<file path="config.mk">
export PLATFORM = sky130hd
export DESIGN_NAME = qr_seq_divider
export DESIGN_NICKNAME = d
export VERILOG_FILES = /design/src/rtl/qr_seq_divider.sv
export SDC_FILE = /design/constraint.sdc
export NUM_CORES = 1
export LEC_CHECK = 0
export BUFFER_PORTS_ARGS = -buffer_cell sky130_fd_sc_hd__buf_2
export CAP_MARGIN = 0
export CORE_MARGIN = 1
export CORE_UTILIZATION = 31
export CTS_CLUSTER_SIZE = 40
export DETAILED_ROUTE_END_ITERATION = 8
export HOLD_SLACK_MARGIN = 0.03
export PLACE_DENSITY = 0.55
export SKIP_CTS_REPAIR_TIMING = 1
export SYNTH_ARGS = -nofsm -noshare
export SYNTH_HDL_FRONTEND = slang
export SYNTH_SLANG_ARGS = --single-unit
</file>
<file path="constraint.sdc">
create_clock -name i_clk -period 16.45 [get_ports i_clk]
set_clock_uncertainty 0.05 [all_clocks]
set_input_delay 2.4675 -clock i_clk [delete_from_list [all_inputs] [get_ports i_clk]]
set_output_delay 2.4675 -clock i_clk [all_outputs]
set_load 0.005 [all_outputs]
</file>
<file path="src/rtl/qr_seq_divider.sv">
// qr_seq_divider: multi-cycle restoring fixed-point divider for the QR datapath.
// One division in flight. Signed/unsigned selectable per request. Resolves
// BPC quotient bits per cycle. Saturates the quotient and flags
// divide-by-zero and overflow.
module qr_seq_divider #(
  parameter int DW_A = 27,
  parameter int DW_B = 27,
  parameter int QW   = 16,
  parameter int BPC  = 1
) (
  input  logic            i_clk,
  input  logic            i_rst,
  input  logic            i_start,
  input  logic            i_signed,
  input  logic [DW_A-1:0] i_a,
  input  logic [DW_B-1:0] i_b,
  output logic            o_busy,
  output logic            o_fin,
  output logic [QW-1:0]   o_result,
  output logic            o_div0,
  output logic            o_ovf
);

  localparam int AW   = DW_A + 1;              // |most-negative a| fits
  localparam int BW   = DW_B + 1;
  localparam int DSW  = DW_B + QW + 1;         // |b| << QW
  localparam int CW   = ((AW > DSW) ? AW : DSW) + 2;  // headroom for 3x divisor
  localparam int NIT  = QW / BPC;
  localparam int CNTW = $clog2(NIT + 1);

  localparam logic [QW-1:0] SMAX = {1'b0, {(QW-1){1'b1}}};
  localparam logic [QW-1:0] SMIN = {1'b1, {(QW-1){1'b0}}};
  localparam logic [QW-1:0] UMAX = '1;

  typedef enum logic [1:0] {S_IDLE, S_PREP, S_ITER, S_POST} state_t;

  state_t state, state_nx;

  logic [DW_A-1:0] a_q;
  logic [DW_B-1:0] b_q;
  logic            sgn_q, neg_q, aneg_q, div0_q, povf_q;
  logic [CW-1:0]   rem, dsh;
  logic [QW-1:0]   quo;
  logic [CNTW-1:0] cnt;

  // operand magnitudes and early-exit decisions, used in PREP
  logic           a_neg, b_neg, b_zero, a_big;
  logic [AW-1:0]  a_ext, a_mag;
  logic [BW-1:0]  b_ext, b_mag;

  assign a_neg  = sgn_q & a_q[DW_A-1];
  assign b_neg  = sgn_q & b_q[DW_B-1];
  assign a_ext  = {a_neg, a_q};
  assign b_ext  = {b_neg, b_q};
  assign a_mag  = a_neg ? -a_ext : a_ext;
  assign b_mag  = b_neg ? -b_ext : b_ext;
  assign b_zero = (b_mag == '0);
  assign a_big  = CW'(a_mag) >= (CW'(b_mag) << QW);

  // one restoring step: pick the largest multiple of the shifted divisor
  logic [CW-1:0]  d1, d2, d3, rem_nx;
  logic [BPC-1:0] digit;

  assign d1 = dsh;
  assign d2 = dsh << 1;
  assign d3 = d1 + d2;

  // trial subtraction for the current quotient digit
  always_comb begin
    digit  = '0;
    rem_nx = rem;
    if (BPC == 2) begin
      if (rem >= d3) begin
        digit  = BPC'(2'd3);
        rem_nx = rem - d3;
      end else if (rem >= d2) begin
        digit  = BPC'(2'd2);
        rem_nx = rem - d2;
      end else if (rem >= d1) begin
        digit  = BPC'(2'd1);
        rem_nx = rem - d1;
      end
    end else if (rem >= d1) begin
      digit  = BPC'(1'b1);
      rem_nx = rem - d1;
    end
  end

  // sign application, saturation and forced extremes for flagged cases
  logic [QW-1:0] res_nx;
  logic          ovf_nx;

  always_comb begin
    res_nx = quo;
    ovf_nx = 1'b0;
    if (div0_q) begin
      res_nx = !sgn_q ? UMAX : (aneg_q ? SMIN : SMAX);
    end else if (povf_q) begin
      res_nx = !sgn_q ? UMAX : (neg_q ? SMIN : SMAX);
      ovf_nx = 1'b1;
    end else if (sgn_q) begin
      if (neg_q) begin
        if (quo > SMIN) begin
          res_nx = SMIN;
          ovf_nx = 1'b1;
        end else begin
          res_nx = -quo;
        end
      end else if (quo > SMAX) begin
        res_nx = SMAX;
        ovf_nx = 1'b1;
      end
    end
  end

  // state register
  always_ff @(posedge i_clk or posedge i_rst) begin
    if (i_rst) state <= S_IDLE;
    else       state <= state_nx;
  end

  // next-state logic
  always_comb begin
    state_nx = state;
    case (state)
      S_IDLE:  if (i_start) state_nx = S_PREP;
      S_PREP:  state_nx = (b_zero || a_big) ? S_POST : S_ITER;
      S_ITER:  if (cnt == '0) state_nx = S_POST;
      S_POST:  state_nx = S_IDLE;
      default: state_nx = S_IDLE;
    endcase
  end

  // FSM outputs
  always_comb begin
    o_busy = (state != S_IDLE);
  end

  // operand latch, setup and iteration datapath
  always_ff @(posedge i_clk or posedge i_rst) begin
    if (i_rst) begin
      a_q    <= '0;
      b_q    <= '0;
      sgn_q  <= 1'b0;
      neg_q  <= 1'b0;
      aneg_q <= 1'b0;
      div0_q <= 1'b0;
      povf_q <= 1'b0;
      rem    <= '0;
      dsh    <= '0;
      quo    <= '0;
      cnt    <= '0;
    end else begin
      case (state)
        S_IDLE: if (i_start) begin
          a_q   <= i_a;
          b_q   <= i_b;
          sgn_q <= i_signed;
        end
        S_PREP: begin
          neg_q  <= a_neg ^ b_neg;
          aneg_q <= a_neg;
          div0_q <= b_zero;
          povf_q <= !b_zero && a_big;
          rem    <= CW'(a_mag);
          dsh    <= CW'(b_mag) << (QW - BPC);
          quo    <= '0;
          cnt    <= CNTW'(NIT - 1);
        end
        S_ITER: begin
          rem <= rem_nx;
          dsh <= dsh >> BPC;
          quo <= {quo[QW-BPC-1:0], digit};
          cnt <= cnt - 1'b1;
        end
        default: ;
      endcase
    end
  end

  // result registers; held until the next POST
  always_ff @(posedge i_clk or posedge i_rst) begin
    if (i_rst) begin
      o_fin    <= 1'b0;
      o_result <= '0;
      o_div0   <= 1'b0;
      o_ovf    <= 1'b0;
    end else begin
      o_fin <= (state == S_POST);
      if (state == S_POST) begin
        o_result <= res_nx;
        o_div0   <= div0_q;
        o_ovf    <= ovf_nx;
      end
    end
  end

endmodule

</file>
## After elaboration in Yosys (flattened, before gate mapping)

Cells that the tools add are included.
W data, S select, Z words.

| storage, ports and cells | value |
|---|---|
| register bits after elaboration | 193 |
| word-level logic and storage cells | 73 |

| cells by class | value |
|---|---|
| add/subtract/negate cells | 5 |
| $lt $le $gt $ge | 4 |
| eq/ne operators | 6 |
| multiplexer cells | 28 |
| bitwise logic cells | 3 |
| reductions and logical operators | 11 |

Operators by type and width:

| cell | count |
|---|---|
| $pmux W46 S2 | 2 |
| $mux W16 | 10 |
| $mux W28 | 2 |
| $neg A28 Y28 | 2 |
| $ge A46 B46 Y1 | 1 |
| $mux W46 | 1 |
| $sub A46 B46 Y46 | 1 |
| $ge A28 B44 Y1 | 1 |
| $pmux W16 S2 | 1 |
| $logic_not A28 Y1 | 1 |
| $gt A16 B15 Y1 const B | 1 |
| $gt A16 B16 Y1 const B | 1 |
| $neg A16 Y16 | 1 |
| $pmux W5 S2 | 1 |
| $mux W1 | 8 |
| $pmux W2 S4 | 1 |
| $ne A2 B2 Y1 const B | 3 |
| $reduce_and A2 Y1 | 3 |
| $logic_not A5 Y1 | 1 |
| $sub A5 B1 Y5 const B | 1 |
| $eq A2 B2 Y1 const B | 2 |
| $mux W2 | 2 |
| $reduce_bool A2 Y1 | 2 |
| $and A1 B1 Y1 | 2 |
| other kinds (6) | 6 |

## Longest topological paths before layout

Gate-level depths: netlist (run 1).

| depth | value |
|---|---|
| depth in word-level cells | 7 |
| depth in mapped cells | 18 |

## Worst setup path after synthesis (run 1)

OpenSTA, ideal clock, no wires.

| path | value |
|---|---|
| path kind | register -> register |
| from | reg a_q[7] |
| to | reg state[0] |
| library setup time | 126 ps |
| arrival time | 3649 ps |
| required time | 16274 ps |
| path slack | 12626 ps |
| stages on the path, launching flop included | 19 |
| buffers on the path | 1 |
| clock period less this slack | 3824 ps |
| cells stage by stage | dfrtp_1 buf_2 or4_4 nor4_2 nand2_1 o41ai_2 nand2_1 nor2_1 xnor2_1 ha_1 a21o_1 a21o_1 a21o_1 a21o_1 a21oi_1 o211ai_1 o21a_1 o21ai_1 o21ai_2 |

| on the way | value |
|---|---|
| word-level cells in the longest chain between the ends | 6 |

RTL lines:

| item | RTL line | source |
|---|---|---|
| start: declaration | 39 | `logic [DW_A-1:0] a_q;` |
| start signal: assignment | 156 | `a_q <= i_a;` |
| $neg A28 Y28 | 55 | `assign a_mag = a_neg ? -a_ext : a_ext;` |
| $mux W28 (*) | 55 |  |
| $ge A28 B44 Y1 (*) | 58 | `assign a_big = CW'(a_mag) >= (CW'(b_mag) << QW);` |
| $logic_or A1 B1 Y1 (*) | 127 | `S_PREP: state_nx = (b_zero \|\| a_big) ? S_POST : S_ITER;` |
| $mux W1 (*) | 127 |  |
| $pmux W2 S4 (*) | 125 | `case (state)` |
| end signal: assignment | 119 | `else state <= state_nx;` |
| end: declaration | 37 | `state_t state, state_nx;` |

Every way passes the cells marked *; elsewhere a longest branch is shown, timed or not.
A chain may end at the register's enable or synchronous reset.

## Final worst setup path (run 1)

| path | value |
|---|---|
| from | reg a_q[1] |
| to | reg state[0] |

Same word-level chain as after synthesis.

==> results of run 1 <==
cells in the mapped netlist (12+ instances only):
library cell and number:
mux2i_1 22, clkbuf_1 61, nand4_1 23, xor2_1 41
a21o_1 26, dfrtp_1 190, nor3_1 26, nand2b_1 17
o21ai_0 152, a31oi_1 13, mux2_2 66, xnor2_1 44
inv_1 103, nand3_1 53, a21oi_1 110, nor2_1 82
nand2_1 151, nor4_1 12, o221ai_1 14, nor2b_1 12
ha_1 66
stage by stage:
stage | cell area, µm² | hold WS (ns) | worst slack, ns | cells
floorplan | 12790 | 0.4063 | 8.762 | 1474
global placement | 13620 | 0.4198 | 12.09 | 2013
detailed placement | 13620 | 0.4273 | 12.07 | 2013
CTS | 14190 | 0.4436 | 12.11 | 2044
global route | 14190 | 0.4669 | 11.82 | 2044
finish | 14190 | 0.4381 | 12.14 | 2044
power by group:
group	switching, mW	leakage, nW	internal [mW]
logic	1.27	3.45	0.847
clock network	0.203	0.283	0.214
registers	0.184	2.38	0.658
sequential cells by signal, indices dropped and copies added (netlist names):
signal    cells
a_q          27
div0_q        1
aneg_q        1
o_fin         1
b_q          27
cnt           5
rem          46
povf_q        1
o_result     16
o_ovf         1
state         2
o_div0        1
d1           43
quo          16
neg_q         1
sgn_q         1
path summary, 6_finish.rpt:
path	cells past startpoint	endpoint	startpoint	slack (ns)
worst max-delay path	18	state[0]	a_q[1]	12.14
worst min-delay path	2	rem[26]	rem[26]	0.44
worst max register to register	18	state[0]	a_q[1]	12.14
worst min register to register	2	rem[26]	rem[26]	0.44
max in group asynchronous	3	a_q[6]	i_rst	12.67
min in group asynchronous	2	quo[4]	i_rst	2.14
cell families after synthesis:
kind of cell               count (synthesis)  synth area share [%]
and+or+nand+nor                          442                 17.02
DFF                                      190                 37.17
other                                      1               0.02931
xor gates and xnor gates                  85                 5.820
muxes                                     88                 7.531
AOI/OAI and AO/OA                        421                 20.34
buffers and inverters                    180                 5.477
adders and majority gates                 67                 6.612
worst max-delay path, delay by kind of cell (launching register included):
family	cells	cell delay, ns
flip-flops	1	0.41
AND/OR/NAND/NOR	8	1.86
buffers and inverters	1	0.09
XOR/XNOR	1	0.19
adder cells (fa/ha/maj)	2	0.49
AO/OA/AOI/OAI	6	1.14
cells in the final DEF (no fill, tap or decap), types with 41 or more instances in the layout:
cell,count
o21ai_0,152
ha_1,64
nor2_1,81
nand3_1,53
buf_2,77
inv_1,102
dfrtp_1,190
nand2_1,150
a21oi_1,110
xor2_1,41
xnor2_1,44
mux2_2,66
metal layers:
| metal | vias to the layer above | part of all wire [%] |
|---|---|---|
| met5 | - | 0.038 |
| met4 | 2 | 2.0 |
| met3 | 36 | 3.7 |
| met2 | 188 | 44 |
| met1 | 5157 | 50 |
| li1 | 5311 | - |
final cells by class:
| cell class | instances | share of cell area (%) |
|---|---|---|
| clock inverter | 14 | 1.058 |
| tap | 532 | 4.689 |
| multi-input combinational | 1104 | 51.90 |
| clock buffer | 17 | 2.997 |
| sequential | 190 | 33.49 |
| inverter | 103 | 2.777 |
| timing repair buffer | 84 | 3.085 |
==> impl_metrics.env, run 1 <==
export IMPL_port_buffers=77
export IMPL_grt_pass1_vias=10227
export IMPL_use_met3_pct=2.561
export IMPL_ys_flop_type="dfrtp_1"
export IMPL_tightestPinTransition_ns=1.036
export IMPL_avgSynthCellArea_um2=8.679
export IMPL_grt_setup_unrepaired="false"
export IMPL_syn_to_final_growth_pct=10.96
export IMPL_place_congestion=0.8889
export IMPL_dp_hpwl_um=25470
export IMPL_drc=0
export IMPL_power_leakage_nw=6.114
export IMPL_cp_arrival_ns=4.66
export IMPL_setup_tns_ns=0
export IMPL_netlist_cell_type_count=81
export IMPL_report_final_hold_viol_count=0
export IMPL_routed_via_density=5.232
export IMPL_clockRootBuffer="clkbuf_16"
export IMPL_nets=1625
export IMPL_die_area_um2=42080
export IMPL_grt_util_met1_pct=23.84
export IMPL_ant_nets=0
export IMPL_yosys_area_top_type="dfrtp_1"
export IMPL_report_final_slew_viol_count=0
export IMPL_clk_path_buf_depth=2
export IMPL_status="complete, no violations"
export IMPL_synth_top_area_share_pct=37.17
export IMPL_wirelength_um=34320
export IMPL_num_vias=10694
export IMPL_core_um2=40740
export IMPL_grt_first_pass_wirelength_um=55390
export IMPL_finalCritPeriodShare_pct=26.21
export IMPL_multi_input_area_um2=7367
export IMPL_start_util_pct=31.40
export IMPL_wl_per_cell_um=16.79
export IMPL_grt_max_degree=113
export IMPL_synth_cells=1474
export IMPL_max_cap_violations=0
export IMPL_start_kind="register"
export IMPL_synth_async_reset_ratio_pct=100.0
export IMPL_cpMostUsedCell="nand4_1"
export IMPL_synth_nets=1599
export IMPL_path_class="reg -> reg"
export IMPL_top_usage_layer="met2"
export IMPL_power_mw=3.374
export IMPL_final_util_pct=34.84
export IMPL_seq_area_frac_synth_pct=37.17
export IMPL_cp_slowest_cell="or4b_2"
export IMPL_htree_levels=4
export IMPL_synth_area_leaders="dfrtp_1 37%, ha_1 6.5%, o21ai_0 5.9%"
export IMPL_globalRouteOverflowTotal=0
export IMPL_cp_cell_sequence="inv_1 -> ha_1 -> or4b_2 -> nor2_1 -> a21oi_1 -> a21oi_1 -> o21ai_0 -> xor2_1 -> ha_1 -> nand4_1 -> nor3_1 -> nand4_1 -> nor4_1 -> nand4_1 -> nor3_1 -> o21a_1 -> o21ai_1 -> o21ai_2"
export IMPL_antenna_found_initial=2
export IMPL_ios=78
export IMPL_drive_gt1_share_pct=14.22
export IMPL_endpoint_kind="register"
export IMPL_drt_iter0_markers=653
export IMPL_die_x_um=205.1
export IMPL_ys_warnings_count=0
export IMPL_num_antenna_cells=0
export IMPL_powerDensity_nw_per_um2=237.7
export IMPL_dr_pass1_iters=5
export IMPL_syn_area_um2=12790
export IMPL_max_freq_mhz=232.0
export IMPL_critPathRequiredTime_ns=16.80
export IMPL_num_rows=74
export IMPL_cts_inserted_buffers=17
export IMPL_seqCellArea_um2=4755
export IMPL_synth_edf_count=0
export IMPL_vdd_ir_drop_max_mv=0.1411
export IMPL_track_usage_pct=16.66
export IMPL_clock_sinks=190
export IMPL_maxSlewHeadroom_pct=30.97
export IMPL_ys_ff_latch=190
export IMPL_cts_tree="built"
export IMPL_hold_class="reg -> reg"
export IMPL_n_fill_cell=4266
export IMPL_use_met2_pct=25.43
export IMPL_clock_latency_ns=0.46
export IMPL_clkTransAtPathRegs_ns=0.08
export IMPL_path_max_fanout=5
export IMPL_die_y_um=205.1
export IMPL_slowest_delay_ns=0.64
export IMPL_setup_violations=0
export IMPL_min_period_ns=4.311
No activity file was read; power rests on OpenSTA's default activity.
==> inputs of run 2 (changes only) <==
--- a/config.mk
+++ b/config.mk
@@ -12,7 +12,7 @@
 export CTS_CLUSTER_SIZE = 40
 export DETAILED_ROUTE_END_ITERATION = 8
 export HOLD_SLACK_MARGIN = 0.03
-export PLACE_DENSITY = 0.55
+export PLACE_DENSITY = 0.57
 export SKIP_CTS_REPAIR_TIMING = 1
 export SYNTH_ARGS = -nofsm -noshare
 export SYNTH_HDL_FRONTEND = slang
==> constraint.sdc (replaced) <==
create_clock -name i_clk -period 3.5 [get_ports i_clk]
set_clock_uncertainty 0.05 [all_clocks]
set_input_delay 0.525 -clock i_clk [delete_from_list [all_inputs] [get_ports i_clk]]
set_output_delay 0.525 -clock i_clk [all_outputs]
set_load 0.005 [all_outputs]
==> run 2 against run 1 <==
Compared with the run above: the run now ends with setup timing left; routed wire length up 0.35%; hold slack worse by 0.19 ns; utilization up 2.4 points; global-route usage about the same; clock-buffer cell count up 2.
==> impl_metrics.env, run 2 (synthesis results as in run 1) <==
export IMPL_power_leakage_nw=6.675
export IMPL_endpoint_kind="register"
export IMPL_min_period_ns=3.771
export IMPL_ant_nets=0
export IMPL_setup_violations=2
export IMPL_clkTransAtPathRegs_ns=0.07
export IMPL_largest_register_ffs=46
export IMPL_clk_path_buf_depth=2
export IMPL_htree_levels=4
export IMPL_n_fill_cell=4149
export IMPL_drc=0
export IMPL_ff2ff_setup_slack_ns=-0.27
export IMPL_grt_max_degree=124
export IMPL_place_area_um2=14390
export IMPL_layout_commonest_cell="dfrtp_1"
export IMPL_wirelength_um=34440
export IMPL_syn_to_final_growth_pct=18.50
export IMPL_track_usage_pct=16.69
export IMPL_core_um2=40740
export IMPL_powerDensity_nw_per_um2=1128
export IMPL_dp_hpwl_um=25850
export IMPL_holdPathStages=2
export IMPL_hold_class="in -> reg"
export IMPL_p_sw_mw=7.919
export IMPL_grt_pass1_vias=10745
export IMPL_cp_arrival_ns=4.06
export IMPL_die_area_um2=42080
export IMPL_p_clk_share_pct=12.8
export IMPL_violations="setup timing"
export IMPL_swShare_pct=46.32
export IMPL_report_final_hold_viol_count=0
export IMPL_ios=78
export IMPL_combPwrFrac_pct=65.3
export IMPL_cts_inserted_buffers=17
export IMPL_port_buffers=77
export IMPL_top_register="rem"
export IMPL_finalCritPeriodShare_pct=107.8
export IMPL_min_delay_start="i_a[9]"
export IMPL_min_to="a_q[9]"
export IMPL_die_x_um=205.1
export IMPL_maxSlewHeadroom_pct=42.78
export IMPL_max_freq_mhz=265.2
export IMPL_nets=1731
export IMPL_wl_per_cell_um=16.01
export IMPL_dr_pass1_iters=5
export IMPL_critPathRequiredTime_ns=3.79
export IMPL_vdd_ir_drop_max_mv=0.5411
export IMPL_seqPwrFrac_pct=21.9
export IMPL_die_y_um=205.1
export IMPL_path_class="reg -> reg"
export IMPL_holdWs_ns=0.2434
export IMPL_grt_setup_unrepaired="true"
export IMPL_place_congestion=0.9142
export IMPL_design_area_um2=15160
export IMPL_grt_first_pass_wirelength_um=56030
export IMPL_r2r_cells=17
export IMPL_fin_ws_ns=-0.2713
export IMPL_num_vias=11253
export IMPL_drt_iter0_markers=859
export IMPL_worstReg2RegEnd="state[0]"
export IMPL_cell_internal_pwr_mw=9.178
export IMPL_start_util_pct=31.40
export IMPL_pre_cts_ws_ns=-0.6876
export IMPL_num_antenna_cells=0
export IMPL_status="finished, violations left"
export IMPL_max_cap_violations=0
export IMPL_antenna_found_initial=0
export IMPL_start_kind="register"
export IMPL_globalRouteOverflowTotal=0
export IMPL_cts_tree="built"
export IMPL_num_rows=74
export IMPL_drive_gt1_share_pct=20.69
export IMPL_path_max_fanout=3
export IMPL_routed_via_density=5.232
export IMPL_report_final_slew_viol_count=0
export IMPL_tightestPinTransition_ns=0.8583
export IMPL_final_cell_mix="190 x dfrtp_1, 152 x o21ai_0, 147 x nand2_1, 111 x buf_4, 106 x a21oi_1"
export IMPL_clock_latency_ns=0.46
export IMPL_clockRootBuffer="clkbuf_16"
export IMPL_clock_sinks=190
export IMPL_r2r_start="a_q[9]"
==> run 2: cell count changes in the layout (fill, tap and decap cells not counted), moves of 3 or more <==
cell,delta
inv_8,-3
buf_4,+104
nand2_2,+3
nand2_1,-3
a21oi_2,+4
bufinv_16,+4
a21oi_1,-4
==> run 2: layout make-up <==
class,count,area [µm²],share of cell area [%]
tap,532,665.6,4.391
inverter,103,390.4,2.575
multi-input combinational,1104,7456,49.19
timing repair buffer,190,1249,8.238
clock inverter,13,210.2,1.387
sequential,190,4755,31.37
clock buffer,19,432.9,2.856
==> run 2: worst max-delay path by stage <==
| stage | start | end | slack [ns] | cells past startpoint |
|---|---|---|---|---|
| 6_report | a_q[9] | state[0] | -0.27 | 17 |
| 4_1_cts | a_q[9] | state[0] | -0.72 | 17 |
| 3_3_place_gp | a_q[1] | state[0] | -0.62 | 19 |
| 3_5_place_dp | a_q[9] | state[0] | -0.69 | 17 |
| 2_1_floorplan | a_q[7] | state[0] | -0.24 | 18 |
| 5_1_grt | a_q[9] | state[0] | -0.44 | 17 |
==> run 2: per-layer routing <==
metal | share of wire, % | vias to the layer above | GRT usage (%)
met2 | 47 | 274 | 27.11
met5 | 0 | - | 0
met4 | 2.1 | 0 | 5.265
met3 | 4.1 | 45 | 2.514
met1 | 47 | 5419 | 22.65
li1 | - | 5515 | -
==> run 2: worst max-delay path, stage by stage, from the launching register on <==
cell	delay, ns
dfrtp_1	0.38
or4_4	0.56
nor4_4	0.22
nand2_2	0.12
o41ai_4	0.27
nand2_2	0.13
nor2_2	0.11
xnor2_1	0.14
ha_1	0.28
a21o_1	0.17
a21o_1	0.16
a21o_1	0.15
a21o_1	0.16
a21oi_1	0.13
o211ai_1	0.12
o21a_2	0.29
o21ai_2	0.14
o21ai_2	0.07
==> run 2: power by group through the flow <==
| stage | clock, mW | combinational, mW | sequential, mW |
|---|---|---|---|
| after CTS | 2.24 | 11.0 | 3.74 |
| final | 2.19 | 11.2 | 3.74 |
| after global routing | 2.32 | 12.4 | 3.87 |
| after global placement | 0 | 10.7 | 3.75 |
| after floorplan | 0 | 7.68 | 3.69 |
| after detailed placement | 0 | 10.9 | 3.78 |
==> run 2: through the flow <==
stage	power (mW)	cells	util [%]	setup TNS (ns)
2_1_floorplan	11.37	1474	-	-0.3854
3_3_place_gp	14.49	2112	35.33	-1.181
6_report	17.10	2151	37.21	-0.5023
3_5_place_dp	14.68	2112	35.33	-1.293
4_1_cts	16.96	2144	36.90	-1.366
5_1_grt	18.64	2151	37.21	-0.8298
